File: config.mk
export PLATFORM = sky130hd
export DESIGN_NAME = neural_argmax_seven
export DESIGN_NICKNAME = d
export VERILOG_FILES = /design/src/rtl/neural_argmax_seven.sv
export SDC_FILE = /design/constraint.sdc
export NUM_CORES = 1
export LEC_CHECK = 0
export CAP_MARGIN = 15
export CORE_ASPECT_RATIO = 1.75
export CORE_MARGIN = 3
export CORE_UTILIZATION = 40
export DETAILED_ROUTE_END_ITERATION = 10
export GPL_TIMING_DRIVEN = 0
export HOLD_SLACK_MARGIN = 0.15
export SLEW_MARGIN = 20
export SYNTH_ARGS = -nofsm -noshare
export SYNTH_HDL_FRONTEND = slang
export SYNTH_SLANG_ARGS = --single-unit
File: constraint.sdc
create_clock -name clk -period 9.6 [get_ports clk]
set_clock_uncertainty 0.2 [all_clocks]
set_input_delay 0.96 -clock clk [delete_from_list [all_inputs] [get_ports clk]]
set_output_delay 0.96 -clock clk [all_outputs]
set_load 0.01 [all_outputs]
File: src/rtl/neural_argmax_seven.sv
// neural_argmax_seven
// Streams NUM_CLASSES signed class scores (one per accepted transfer), tracks
// the running arg-max, then spends one DECIDE cycle applying the detection
// threshold and registering the winning digit and its seven-segment pattern.
// Optional build macro: NEURAL_MARGIN_EN adds second-best tracking and a
// best-minus-second-best gap test against MARGIN.
module neural_argmax_seven #(
  parameter int                        NUM_CLASSES = 10,
  parameter int                        DATA_W      = 16,
  parameter logic signed [DATA_W-1:0]  THRESH      = 16'sh0400,
  parameter logic signed [DATA_W-1:0]  MARGIN      = 16'sh0100
) (
  input  logic              clk,
  input  logic              rst,
  input  logic              clear,
  input  logic              score_valid,
  input  logic [DATA_W-1:0] score_data,
  output logic              score_ready,
  output logic              result_valid,
  output logic [3:0]        digit,
  output logic              no_match,
  output logic [7:0]        seven_seg
);

  // Class counter is sized for NUM_CLASSES; a two-class build still needs one bit.
  localparam int CNT_W = (NUM_CLASSES > 2) ? $clog2(NUM_CLASSES) : 1;
  localparam logic [CNT_W-1:0] LAST_IDX = CNT_W'(NUM_CLASSES - 1);

  // Out-of-range configurations are rejected at elaboration time; a negative
  // MARGIN would make the gap test meaningless.
  if ((NUM_CLASSES < 2) || (NUM_CLASSES > 16) || (MARGIN < 0)) begin : g_param_check
    $error("neural_argmax_seven: NUM_CLASSES must be 2..16 and MARGIN non-negative");
  end

  typedef enum logic [0:0] {
    ST_ACCUM  = 1'b0,
    ST_DECIDE = 1'b1
  } state_t;

  // Seven-segment pattern for a hex digit, bit order {dp,g,f,e,d,c,b,a}.
  function automatic logic [7:0] seg_pattern(input logic [3:0] idx);
    logic [7:0] pat;
    case (idx)
      4'h0:    pat = 8'h3F;
      4'h1:    pat = 8'h06;
      4'h2:    pat = 8'h5B;
      4'h3:    pat = 8'h4F;
      4'h4:    pat = 8'h66;
      4'h5:    pat = 8'h6D;
      4'h6:    pat = 8'h7D;
      4'h7:    pat = 8'h07;
      4'h8:    pat = 8'h7F;
      4'h9:    pat = 8'h6F;
      4'hA:    pat = 8'h77;
      4'hB:    pat = 8'h7C;
      4'hC:    pat = 8'h39;
      4'hD:    pat = 8'h5E;
      4'hE:    pat = 8'h79;
      default: pat = 8'h71;
    endcase
    return pat;
  endfunction

`ifdef NEURAL_MARGIN_EN
  localparam logic signed [DATA_W-1:0] MOST_NEG = {1'b1, {(DATA_W-1){1'b0}}};

  // Detection needs the winner above THRESH and clear of the runner-up by at
  // least MARGIN. The gap is formed one bit wider so a large positive best
  // against a large negative second cannot wrap.
  function automatic logic is_detect(input logic signed [DATA_W-1:0] best,
                                     input logic signed [DATA_W-1:0] second);
    logic signed [DATA_W:0] gap;
    logic signed [DATA_W:0] margin_x;
    gap      = {best[DATA_W-1], best} - {second[DATA_W-1], second};
    margin_x = {MARGIN[DATA_W-1], MARGIN};
    return (best > THRESH) && (gap >= margin_x);
  endfunction
`else
  // Detection depends on the winning score alone.
  function automatic logic is_detect(input logic signed [DATA_W-1:0] best);
    return best > THRESH;
  endfunction
`endif

  logic signed [DATA_W-1:0] score_s;
  assign score_s = score_data;

  state_t                   state_q,        state_d;
  logic [CNT_W-1:0]         cnt_q,          cnt_d;
  logic signed [DATA_W-1:0] best_val_q,     best_val_d;
  logic [3:0]               best_idx_q,     best_idx_d;
`ifdef NEURAL_MARGIN_EN
  logic signed [DATA_W-1:0] second_val_q,   second_val_d;
`endif
  logic                     result_valid_q, result_valid_d;
  logic [3:0]               digit_q,        digit_d;
  logic                     no_match_q,     no_match_d;
  logic [7:0]               seven_seg_q,    seven_seg_d;
  logic                     detect;

  // Decision for the frame currently held in the best/second registers.
`ifdef NEURAL_MARGIN_EN
  assign detect = is_detect(best_val_q, second_val_q);
`else
  assign detect = is_detect(best_val_q);
`endif

  // Next-state logic: accumulate scores in ACCUM, publish the result in DECIDE.
  always_comb begin
    state_d        = state_q;
    cnt_d          = cnt_q;
    best_val_d     = best_val_q;
    best_idx_d     = best_idx_q;
`ifdef NEURAL_MARGIN_EN
    second_val_d   = second_val_q;
`endif
    result_valid_d = 1'b0;
    digit_d        = digit_q;
    no_match_d     = no_match_q;
    seven_seg_d    = seven_seg_q;

    case (state_q)
      ST_ACCUM: begin
        if (clear) begin
          // Abort drops the partial frame; any same-cycle score is ignored.
          cnt_d = '0;
        end else if (score_valid) begin
          if (cnt_q == '0) begin
            best_val_d   = score_s;
            best_idx_d   = 4'h0;
`ifdef NEURAL_MARGIN_EN
            second_val_d = MOST_NEG;
`endif
          end else if (score_s > best_val_q) begin
            // Strict compare: on a tie the earlier (lower) index stays best.
`ifdef NEURAL_MARGIN_EN
            second_val_d = best_val_q;
`endif
            best_val_d   = score_s;
            best_idx_d   = 4'(cnt_q);
          end
`ifdef NEURAL_MARGIN_EN
          else if (score_s > second_val_q) begin
            second_val_d = score_s;
          end
`endif
          if (cnt_q == LAST_IDX) begin
            cnt_d   = '0;
            state_d = ST_DECIDE;
          end else begin
            cnt_d = cnt_q + CNT_W'(1);
          end
        end
      end

      ST_DECIDE: begin
        // clear is deliberately not looked at here: the decision always completes.
        result_valid_d = 1'b1;
        state_d        = ST_ACCUM;
        if (detect) begin
          digit_d     = best_idx_q;
          no_match_d  = 1'b0;
          seven_seg_d = seg_pattern(best_idx_q);
        end else begin
          no_match_d  = 1'b1;
          seven_seg_d = 8'h00;
        end
      end

      default: begin
        state_d = ST_ACCUM;
      end
    endcase
  end

  // Control and display registers; rst restores the idle, blank display.
  always_ff @(posedge clk) begin
    if (rst) begin
      state_q        <= ST_ACCUM;
      cnt_q          <= '0;
      result_valid_q <= 1'b0;
      digit_q        <= 4'h0;
      no_match_q     <= 1'b1;
      seven_seg_q    <= 8'h00;
    end else begin
      state_q        <= state_d;
      cnt_q          <= cnt_d;
      result_valid_q <= result_valid_d;
      digit_q        <= digit_d;
      no_match_q     <= no_match_d;
      seven_seg_q    <= seven_seg_d;
    end
  end

  // Score datapath registers; always reloaded by the first score of a frame,
  // so they carry no reset.
  always_ff @(posedge clk) begin
    best_val_q   <= best_val_d;
    best_idx_q   <= best_idx_d;
`ifdef NEURAL_MARGIN_EN
    second_val_q <= second_val_d;
`endif
  end

  assign score_ready  = (state_q == ST_ACCUM);
  assign result_valid = result_valid_q;
  assign digit        = digit_q;
  assign no_match     = no_match_q;
  assign seven_seg    = seven_seg_q;

endmodule

==> impl_metrics.toml <==
[floorplan]
fp.coreArea_um2 = 5675
dieArea_um2 = 6985
initial_utilization = 0.4217
chipWidth_um = 64.48
die-height_um = 108.3
rows = 36
io_pins = 35

[route]
drt_wl_total_mm = 5.151
antenna_left = 0
drt-met1-wl_mm = 2.022
routed-via-count = 1811
drtIter0Drc = 69
route.met2.wl_mm = 2.802
wl_per_cell_um = 14.76
route.top_layer_used = "met4"
drc = 0
met3_length_um = 172
drtPass1Iterations = 4
routed_via_density = 5.189

[timing]
slew_viol_final = 0
relSlewSlack = 0.4358
min_period_ps = 4303
finalSetupTns_ps = 0
grt_setup_unrepaired = "no"
finalCritPeriodShare = 0.4482
setup_viol = 0
hold_viol = 0
worst_pin_slew_ps = 845.3
holdWs_ps = 270.8
max_clock_freq_mhz = 232.4

[global_routing]
grt_pass1_vias = 1903
grt_pass1_wl_mm = 8.742
track_usage = 0.1618
grt_antenna_before_repair = 0
grt_max_degree = 21
gr-total-overflow = 0

[logic_synthesis]
synth_seq_cells = 45
synth_cell_types = 54
yosys.area.top_type = "edfxtp_1"
synth_area_um2 = 2394
ys.flop_type = "dfxtp_1"
syn_avg_cell_area_um2 = 10.27
syn_nets = 279
synthTopCellsByCount = "30 x nor2_1, 27 x inv_1, 26 x ha_1"
ys_seq_area_frac = 0.4600
synthArstFlopShare = 0
synth.most_common_cell = "nor2_1"
synth-edff-count = 20
yosysWarnings = 0
syn_inst = 233
netlist_top_cells_area = "edfxtp_1 25%, dfxtp_1 21%, ha_1 14%"
synth_top_area_frac = 0.2509

[clocking]
root_buffer = "clkbuf_8"
cts.sinks = 45
tritoncts = "yes"
h-tree-depth = 2
cts_buffers = 5
cts_buffer_depth = 2
cts.clk_slew.worst_paths_ps = 80
ctsResizeCount = 0
post-cts-setup-buffers = 0
holdBufCountCts = 0
insertion_delay_ps = 300

[job]
max-cap-violations = 0

[critical_path]
cp_slowest_cell = "or4_2"
crit_fanout = 6
endpoint_kind = "flip-flop"
critPathMostFrequentCell = "ha_1"
timing_worst_setup_path_type = "in -> reg"
crit_path_max_incr_delay_ps = 580
cp.arrival_ps = 4310
crit_path_cell_trace = "clkdlybuf4s50_1 > ha_1 > nor2b_1 > o211ai_1 > a211oi_4 > or4_2 > nand2_1 > mux2_2 > ha_1 > a221o_1 > a32oi_1"
startpoint_type = "input pin"
worstPathRequired_ps = 9610

[cells_and_area]
instances_no_fill = 349
drive_above_1_share = 0.07692
fin_nets = 318
area_growth_pct = 22.01
antenna-diode-count = 0

[run_status]
outcome = "finished clean"

[power]
p_leak_uw = 0.001154
power_per_cell_area_nw_per_um2 = 137.0
vdd_ir_drop_max_uv = 74.03

[placement]
place_inst = 341
detailed_place_hpwl_mm = 3.983
gp_congestion = 0.8732
portBuffers = 32

[hold_path]
hold_class = "reg -> reg"
cell families (layout without fill, tap and decap cells):
kind of cell / after synthesis / after routing / synth area share
simple gates: 69 / 69 / 0.1511
fa+ha+maj: 26 / 26 / 0.1359
mux: 9 / 9 / 0.03868
other cells: 1 / 1 / 0.001567
buf+inv: 36 / 76 / 0.06116
compound gates: 46 / 46 / 0.1479
flops: 45 / 45 / 0.4600
xor+xnor: 1 / 1 / 0.003660
layout by cell type (no fill, tap or decap), drive strengths merged, types with 3 or more instances in the layout:
cell type      count
clkdlybuf4s50     32
nor2              30
inv               27
ha                26
dfxtp             25
edfxtp            20
clkbuf            15
a21oi              8
a22oi              8
mux2i              7
nand4              7
nand2              6
nor3               6
nor2b              4
o21ai              4
nand3              3
a221oi             3
o211ai             3
nor4               3
per-layer routing:
| metal | vias up | global-route usage |
|---|---|---|
| met3 | 12 | 0.03119 |
| li1 | 912 | - |
| met5 | - | 0 |
| met1 | 853 | 0.1663 |
| met2 | 34 | 0.3077 |
| met4 | 0 | 0.07413 |
layout make-up:
type / count / area, µm²
clock buffer: 8 / 111.4
fill: 538 / 2755
sequential: 45 / 1101
buffer: 9 / 45.04
tap: 76 / 95.09
timing repair buffer: 32 / 320.3
inverter: 27 / 101.3
multi-input combinational: 152 / 1146
critical path, delay by kind of cell:
family / cells / cell delay, ps
fa+ha+maj: 2 / 640
compound gates: 4 / 960
buf+inv: 1 / 420
mux: 1 / 410
simple gates: 3 / 910
through the flow:
stage	setup WS, ps	cell area, µm²	utilization	power [µW]
5_1_grt	5162	2920	0.5146	418.1
3_5_place_dp	5013	2809	0.4949	268.9
6_report	5297	2920	0.5146	400.2
4_1_cts	5304	2920	0.5146	405.4
3_3_place_gp	5022	2809	0.4949	268.2
2_1_floorplan	5765	2394	-	249.2
report_power, final:
group | internal [µW] | leakage [µW] | switching, µW
Clock | 74.4 | 0.0000566 | 61.6
Sequential | 208 | 0.000391 | 3.14
Combinational | 24.1 | 0.000706 | 28.7
worst paths after layout:
path            startpoint           end  slack, ps  depth (start not counted)
min reg2reg      flip-flop  seven_seg[4]        270                          2
min              flip-flop  seven_seg[4]        270                          2
max reg2reg  best_val_q[1]     flip-flop       5980                         11
max          score_data[1]     flip-flop       5300                         11
Note: power is estimated with default switching activity, not from simulation.
